`config.mk`:
```
export PLATFORM = sky130hd
export DESIGN_NAME = letreiro_gerador
export DESIGN_NICKNAME = d
export VERILOG_FILES = /design/src/rtl/letreiro_pkg.sv /design/src/rtl/letreiro_divisor.sv /design/src/rtl/letreiro_gerador.sv
export SDC_FILE = /design/constraint.sdc
export NUM_CORES = 1
export LEC_CHECK = 0
export CAP_MARGIN = 20
export CORE_MARGIN = 5
export CORE_UTILIZATION = 55
export CTS_BUF_LIST = sky130_fd_sc_hd__clkbuf_4
export CTS_CLUSTER_SIZE = 10
export DETAILED_ROUTE_END_ITERATION = 8
export HOLD_SLACK_MARGIN = 0.15
export PLACE_DENSITY = 0.78
export SYNTH_ARGS = -nofsm -noshare
export SYNTH_HDL_FRONTEND = slang
export SYNTH_HIERARCHICAL = 1
export SYNTH_SLANG_ARGS = --single-unit
```
`constraint.sdc`:
```
create_clock -name clk -period 2.1 [get_ports clk]
set_input_delay 0.315 -clock clk [delete_from_list [all_inputs] [get_ports clk]]
set_output_delay 0.315 -clock clk [all_outputs]
set_load 0.005 [all_outputs]
```
`src/rtl/letreiro_pkg.sv`:
```
// rtl/letreiro_pkg.sv - symbol codes, FSM states and message ROM for the marquee source
package letreiro_pkg;

    localparam logic [2:0] COD_A      = 3'b000;
    localparam logic [2:0] COD_B      = 3'b001;
    localparam logic [2:0] COD_R      = 3'b010;
    localparam logic [2:0] COD_I      = 3'b011;
    localparam logic [2:0] COD_E      = 3'b100;
    localparam logic [2:0] COD_L      = 3'b101;
    localparam logic [2:0] COD_ESPACO = 3'b110;
    localparam logic [2:0] COD_G      = 3'b111;

    localparam int MSG_LEN = 8;

    typedef enum logic {
        PARADO  = 1'b0,
        RODANDO = 1'b1
    } estado_t;

    // "gabriel " indexed by circular position
    function automatic logic [2:0] msg_codigo(input logic [2:0] idx);
        logic [2:0] cod;
        case (idx)
            3'd0:    cod = COD_G;
            3'd1:    cod = COD_A;
            3'd2:    cod = COD_B;
            3'd3:    cod = COD_R;
            3'd4:    cod = COD_I;
            3'd5:    cod = COD_E;
            3'd6:    cod = COD_L;
            default: cod = COD_ESPACO;
        endcase
        return cod;
    endfunction

endpackage

```
`src/rtl/letreiro_divisor.sv`:
```
// rtl/letreiro_divisor.sv - auto-scroll prescaler, cleared whenever the run state changes
module letreiro_divisor #(
    parameter int DIV = 50_000_000
) (
    input  logic clk,
    input  logic rst,
    input  logic habilita,
    output logic tick
);

    localparam int W = (DIV > 1) ? $clog2(DIV) : 1;

    logic         ativo;
    logic [W-1:0] cnt;

    // ativo mirrors the top FSM: running iff habilita was high last cycle
    always_ff @(posedge clk or posedge rst) begin
        if (rst) begin
            ativo <= 1'b0;
            cnt   <= '0;
        end else begin
            ativo <= habilita;
            if (!ativo || !habilita) begin
                cnt <= '0;
            end else if (cnt == W'(DIV - 1)) begin
                cnt <= '0;
            end else begin
                cnt <= cnt + 1'b1;
            end
        end
    end

    assign tick = ativo && (cnt == W'(DIV - 1));

endmodule

```
`src/rtl/letreiro_gerador.sv`:
```
// rtl/letreiro_gerador.sv - scrolling "gabriel " code generator driving per-display decoders
module letreiro_gerador
    import letreiro_pkg::*;
#(
    parameter int N_DISPLAYS = 4,
    parameter int DIV        = 50_000_000
) (
    input  logic                    clk,
    input  logic                    rst,
    input  logic                    habilita,
    input  logic                    direcao,
    input  logic                    passo,
    output logic [3*N_DISPLAYS-1:0] codigos,
    output logic [2:0]              posicao,
    output logic                    avanco
);

    estado_t estado, estado_prox;
    logic    passo_q;
    logic    tick;
    logic    avancar;

    letreiro_divisor #(.DIV(DIV)) u_divisor (
        .clk      (clk),
        .rst      (rst),
        .habilita (habilita),
        .tick     (tick)
    );

    always_ff @(posedge clk or posedge rst) begin
        if (rst) begin
            estado  <= PARADO;
            posicao <= 3'd0;
            passo_q <= 1'b0;
            avanco  <= 1'b0;
        end else begin
            estado  <= estado_prox;
            passo_q <= passo;
            avanco  <= avancar;
            if (avancar) begin
                posicao <= direcao ? posicao - 3'd1 : posicao + 3'd1;
            end
        end
    end

    // a step coinciding with habilita rising is dropped because the next state is RODANDO
    always_comb begin
        estado_prox = habilita ? RODANDO : PARADO;
        avancar     = 1'b0;
        case (estado)
            PARADO:  avancar = !habilita && passo && !passo_q;
            RODANDO: avancar = tick;
            default: avancar = 1'b0;
        endcase
    end

    for (genvar k = 0; k < N_DISPLAYS; k++) begin : g_disp
        assign codigos[3*k +: 3] = msg_codigo(posicao + 3'(k));
    end

endmodule

```
==> results.cfg, run 1 <==
[run_status]
outcome = finished, violations left
violations = setup timing

[global_routing]
grt_max_degree = 28
grt-ovfl-total = 0
grt_pass1_wl_um = 7610
first_global_vias = 1655
antenna_found_initial = 0
grt_usage_pct = 19.1

[critical_path]
endpoint = codigos[9]
reg2reg_slack_ns = 0.18
reg2reg_depth = 7
crit_required_ns = 1.78
r2r-start = u_divisor/cnt[0]
crit_fanout = 9
r2r_end = posicao[1]
critPathKind = register to primary output
endpoint_kind = primary output
crit_start = posicao[2]
startpoint_type = register
crit_arrival_ns = 1.95

[drt]
drt_iter0_drc = 152
wl_per_cell_um = 16.5
remaining_drc_errors = 0
drt-pass1-iter-count = 4
routed_wl_um = 4820
vias = 1742
antenna_left = 0
viasPerCell = 5.97

[clock_network]
clock_latency_ns = 0.34
cts_tree = done
clkSinkCount = 33
cts_hold_buf = 0
path_clk_slew_ns = 0.10
cts_inserted_buffers = 5
h-tree-depth = 2
cts_max_path_buffers = 2
root_buffer = clkbuf_4

[timing]
finalSetupViolCount = 3
setup_ws_ns = -0.170
fin_crit_sh_pct = 108
fin_crit_ns = 2.27
rsz0062_at_grt = true
worst_slew_pin_slew_ns = 0.348
max_slew_margin_pct = 76.8
drv_slew = 0
max_freq_ghz = 0.441
hold_viol_final = 0
fin_skew_ns = 0.0141

[power]
power_frac_comb_pct = 61.2
p_sw_mw = 1.02
seqPwrFrac_pct = 26.0
power.static_leakage_nw = 1.08
p_per_area_nw_per_um2 = 1110
sw_frac_of_total_pct = 36.7
p_int_mw = 1.76
p_clk_share_pct = 12.8
ir_drop_uv = 481

[layout]
regArea_um2 = 828
final_nets = 264
final_area_um2 = 2510
antenna_cells = 0
utilization_pct = 73.6
multi_input_area_um2 = 1190
drive_above_1_share_pct = 20.7
n_fill_cell = 249
layout_commonest_cell = dfrtp_1
final_cell_mix = dfrtp_1, nor2_1, nand2_1, buf_4, a21oi_1
areaGrowthSynthToFinish_pct = 26.6

[synth]
synthTopCellsByArea = dfrtp_1, ha_1, xnor2_1, xor2_1, a21oi_1
synth_top_area_share_pct = 41.6
ys_warn_count = 6
synth_edf_count = 0
synth_area_um2 = 1990
synth_fp_nets = 227
ys_ff_latch = 33
synth_top_area_cell = dfrtp_1
synth.yosys.seq_area_share_pct = 41.6
ys_async_sr_fraction_pct = 100
synthFlopType = dfrtp_1
syn_avg_cell_area_um2 = 9.55
syn_inst = 208
synth_cell_types = 39

[floorplanning]
die_area_um2 = 4910
core-area_um2 = 3420
die_w_um = 70.1
initial_utilization_pct = 58.2
die_h_um = 70.1
ios = 21
num_rows = 21

[job]
cap_violations = 0

[placement]
dp_hpwl_um = 3230
numPortBuffers = 20
gp_congestion = 0.897
placed_cell_area_um2 = 2280
dpl_worst_slack_ns = 0.0233

[min_path]
hold_path_class = input pin to async pin
-- synth_stat cells (4+ instances only) --
master,instances
or3_1,8
buf_2,4
and3_1,6
xor2_1,7
xnor2_1,7
nand4_1,9
ha_1,14
inv_1,11
nand2_1,13
nor2_1,15
o31ai_1,6
dfrtp_1,33
a21oi_1,12
or4_1,7
nand3_1,8
nor3_1,6
o21ai_0,10
-- critical path, cell delays in order (launching register included) --
cell	delay (ns)
dfrtp_2	0.46
buf_4	0.18
ha_1	0.20
o32ai_2	0.27
nand2_1	0.08
clkdlybuf4s50_1	0.45
-- state kept, by name, summed over array words and instances, names as in the netlist --
register,cells
passo_q,1
estado,1
u_divisor/ativo,1
u_divisor/cnt,26
avanco,1
posicao,3
-- what timing repair did --
action,4_1_cts,5_1_grt
cloned,0,0
pin swaps,0,5
buffers inserted,1,6
gates resized for setup,12,28
setup endpoints to repair,12,14
-- power by group through the flow --
stage,Clock (mW),Sequential [mW],Combinational (mW)
finish,0.357,0.725,1.71
global route,0.395,0.730,1.84
CTS,0.365,0.714,1.42
detailed placement,0,0.727,1.38
global placement,0,0.719,1.31
floorplan,0,0.746,0.586
-- metal layers --
layer | global-route usage (%) | wire length [µm] | vias to the layer above
li1 | - | - | 830
met1 | 23.6 | 1970 | 853
met2 | 32.5 | 2500 | 44
met3 | 3.59 | 220 | 15
met4 | 7.66 | 127 | 0
met5 | 0 | 0 | -
-- worst min path at each step --
stage	start	to
finish	rst	posicao[0]
global route	rst	passo_q
CTS	rst	posicao[1]
detailed placement	u_divisor/cnt[0]	u_divisor/cnt[0]
global placement	u_divisor/cnt[0]	u_divisor/cnt[0]
floorplan	rst	avanco
-- final cells by class --
| cell class | count | area share [%] |
|---|---|---|
| multi-input combinational | 158 | 47.3 |
| clock inverter | 2 | 0.398 |
| timing repair buffer | 36 | 13.5 |
| tap | 46 | 2.29 |
| clock buffer | 6 | 1.79 |
| sequential | 33 | 32.9 |
| inverter | 11 | 1.74 |
-- metrics by stage --
stage,power [mW],TNS (ns),instances,hold WS [ns]
2_1_floorplan,1.33,0,208,0.106
3_3_place_gp,2.03,0,277,0.492
3_5_place_dp,2.10,0,277,0.519
4_1_cts,2.49,-1.12,286,0.218
5_1_grt,2.97,-0.676,292,0.221
6_report,2.79,-0.289,292,0.211
-- cell families after synthesis --
kind of cell | synth area share, %
buffers and inverters | 3.84
adders and majority gates | 8.82
and+or+nand+nor | 26.5
DFF | 41.6
AOI/OAI and AO/OA | 12.6
muxes | 0.504
xor gates and xnor gates | 6.17
No activity file was read; power rests on OpenSTA's default activity.
==> run 2: changes to the inputs <==
- SETUP_SLACK_MARGIN: default -> 0.05
==> run 2 against run 1 <==
Net effect:
- the run still ends with setup timing left
- first-iteration DRC count stayed put
- die area stayed put
- power is 3.3% higher
- flip-flop and latch count stayed put
- clock skew hardly changed
- core utilization is 1.9 points higher
- global-route usage is 0.96 points higher
- final cell count is 2.4% higher
- non-clock buffer count is 7 higher
- routed wire length is 8.2% higher
- clock-buffer cell count stayed put
- largest power group unchanged
==> results.cfg, run 2 (synthesis results as in run 1) <==
[run_status]
outcome = finished, violations left
violations = setup timing

[critical_path]
cp_num_buf_inv = 3
cp_top_family = buffers and inverters
critPathKind = register to primary output
endpoint_kind = primary output
crit_required_ns = 1.78
startpoint_type = register
crit_chain = buf_6, ha_2, buf_6, or2_2, dlygate4sd2_1
crit_path_frequent_cell = buf_6
cpMaxStageDelayCell = dfrtp_2
crit_fanout = 6
crit_arrival_ns = 1.81
cpPeakStageDelay_ns = 0.48

[layout]
largest_registers = u_divisor/cnt (26), posicao (3)
final_nets = 271
antenna_cells = 0
areaGrowthSynthToFinish_pct = 29.9
final_cell_mix = dfrtp_1, buf_4, nor2_1
largest_reg_flops = 26
regMostFlops = u_divisor/cnt
layout_commonest_cell = dfrtp_1
drive_above_1_share_pct = 26.9

[drt]
wl_per_cell_um = 17.5
viasPerCell = 6.06
drt-pass1-iter-count = 4
routed_wl_um = 5220
drt_iter0_drc = 152
remaining_drc_errors = 0
vias = 1813
antenna_left = 0

[clock_network]
cts_tree = done
root_buffer = clkbuf_4
cts_inserted_buffers = 5
clkSinkCount = 33
h-tree-depth = 2
cts_max_path_buffers = 2
path_clk_slew_ns = 0.11
clock_latency_ns = 0.34

[global_routing]
grt-ovfl-total = 0
grt_max_degree = 28
first_global_vias = 1706
grt_usage_pct = 20.0
grt_pass1_wl_um = 7940
antenna_found_initial = 0

[timing]
fin_skew_ns = 0.0144
finalSetupViolCount = 3
setup_ws_ns = -0.0210
hold_viol_final = 0
max_freq_ghz = 0.471
fin_crit_sh_pct = 101
hold_slack_ns = 0.204
drv_slew = 0
rsz0062_at_grt = true
worst_slew_pin_slew_ns = 0.341
max_slew_margin_pct = 77.3
fin_crit_ns = 2.12
fin_setup_tns_ns = -0.0446

[floorplanning]
num_rows = 21
core-area_um2 = 3420
ios = 21
initial_utilization_pct = 58.2
die_area_um2 = 4910
die_w_um = 70.1
die_h_um = 70.1

[min_path]
hold_path_class = input pin to async pin

[placement]
dp_hpwl_um = 3230
gp_congestion = 0.897
numPortBuffers = 20

[power]
p_per_area_nw_per_um2 = 1120
power.static_leakage_nw = 1.10
ir_drop_uv = 520

[job]
cap_violations = 0
## run 2: changes by cell type in the layout (fill, tap and decap cells not counted), moves of 2 or more
| cell | previous run | this run |
|---|---|---|
| buf_4 | 13 | 19 |
| buf_6 | 2 | 4 |
| clkbuf_2 | 1 | 3 |
| clkdlybuf4s50_1 | 11 | 8 |
| ha_1 | 9 | 6 |
| ha_2 | 1 | 3 |
## run 2: through the flow
step	total power [mW]	utilization [%]	cell area [µm²]	std cells	worst slack [ns]
2_1_floorplan	1.33	-	1990	208	0.298
4_1_cts	2.58	70.8	2420	290	-0.159
3_3_place_gp	2.03	66.7	2280	277	0.116
5_1_grt	3.06	75.6	2580	299	-0.117
6_report	2.88	75.6	2580	299	-0.0210
3_5_place_dp	2.10	66.7	2280	277	0.0233
## run 2: cell type report
cell class              count  area, µm²
repair buffers             43        370
inverters                  11       46.3
flip-flops and latches     33        830
clock buffers               6       45.0
well taps                  46       57.6
clock inverters             2       10.0
multi-input cells         158       1220
fillers                   242        835
## run 2: final timing paths
| check | slack (ns) | from | cells past startpoint | end |
|---|---|---|---|---|
| worst max-delay path | -0.02 | posicao[1] | 5 | codigos[6] |
| worst min register to register | 0.57 | u_divisor/cnt[5] | 2 | u_divisor/cnt[5] |
| worst min-delay path | 0.20 | rst | 2 | posicao[1] |
| worst max register to register | 0.14 | u_divisor/cnt[2] | 4 | u_divisor/cnt[24] |
| min in group clk | 0.44 | passo | 1 | passo_q |
| max in group asynchronous | 1.48 | rst | 3 | u_divisor/cnt[12] |
## run 2: layer usage
layer / share of wire (%) / vias to the layer above / track usage (%)
li1: - / 843 / -
met1: 40 / 884 / 24.6
met2: 52 / 70 / 34.1
met3: 4.7 / 16 / 3.73
met4: 3.2 / 0 / 8.72
met5: 0 / - / 0
## run 2: worst reg2reg max path: cells and delay by family (launching register included)
family          cells  cell delay (ns)
simple gates        3             1.18
flops               1             0.44
compound gates      1             0.25
## run 2: repair_timing
item,4_1_cts,5_1_grt
setup endpoints to repair,12,16
pin swaps,1,7
endpoints found under the hold margin,0,0
resized for setup,20,42
hold buffers,0,0
buffers inserted,5,9
## run 2: power breakdown
part / internal [mW] / switching, mW / total [mW]
Clock: 0.140 / 0.219 / 0.360
Combinational: 0.980 / 0.803 / 1.78
Sequential: 0.676 / 0.0604 / 0.736
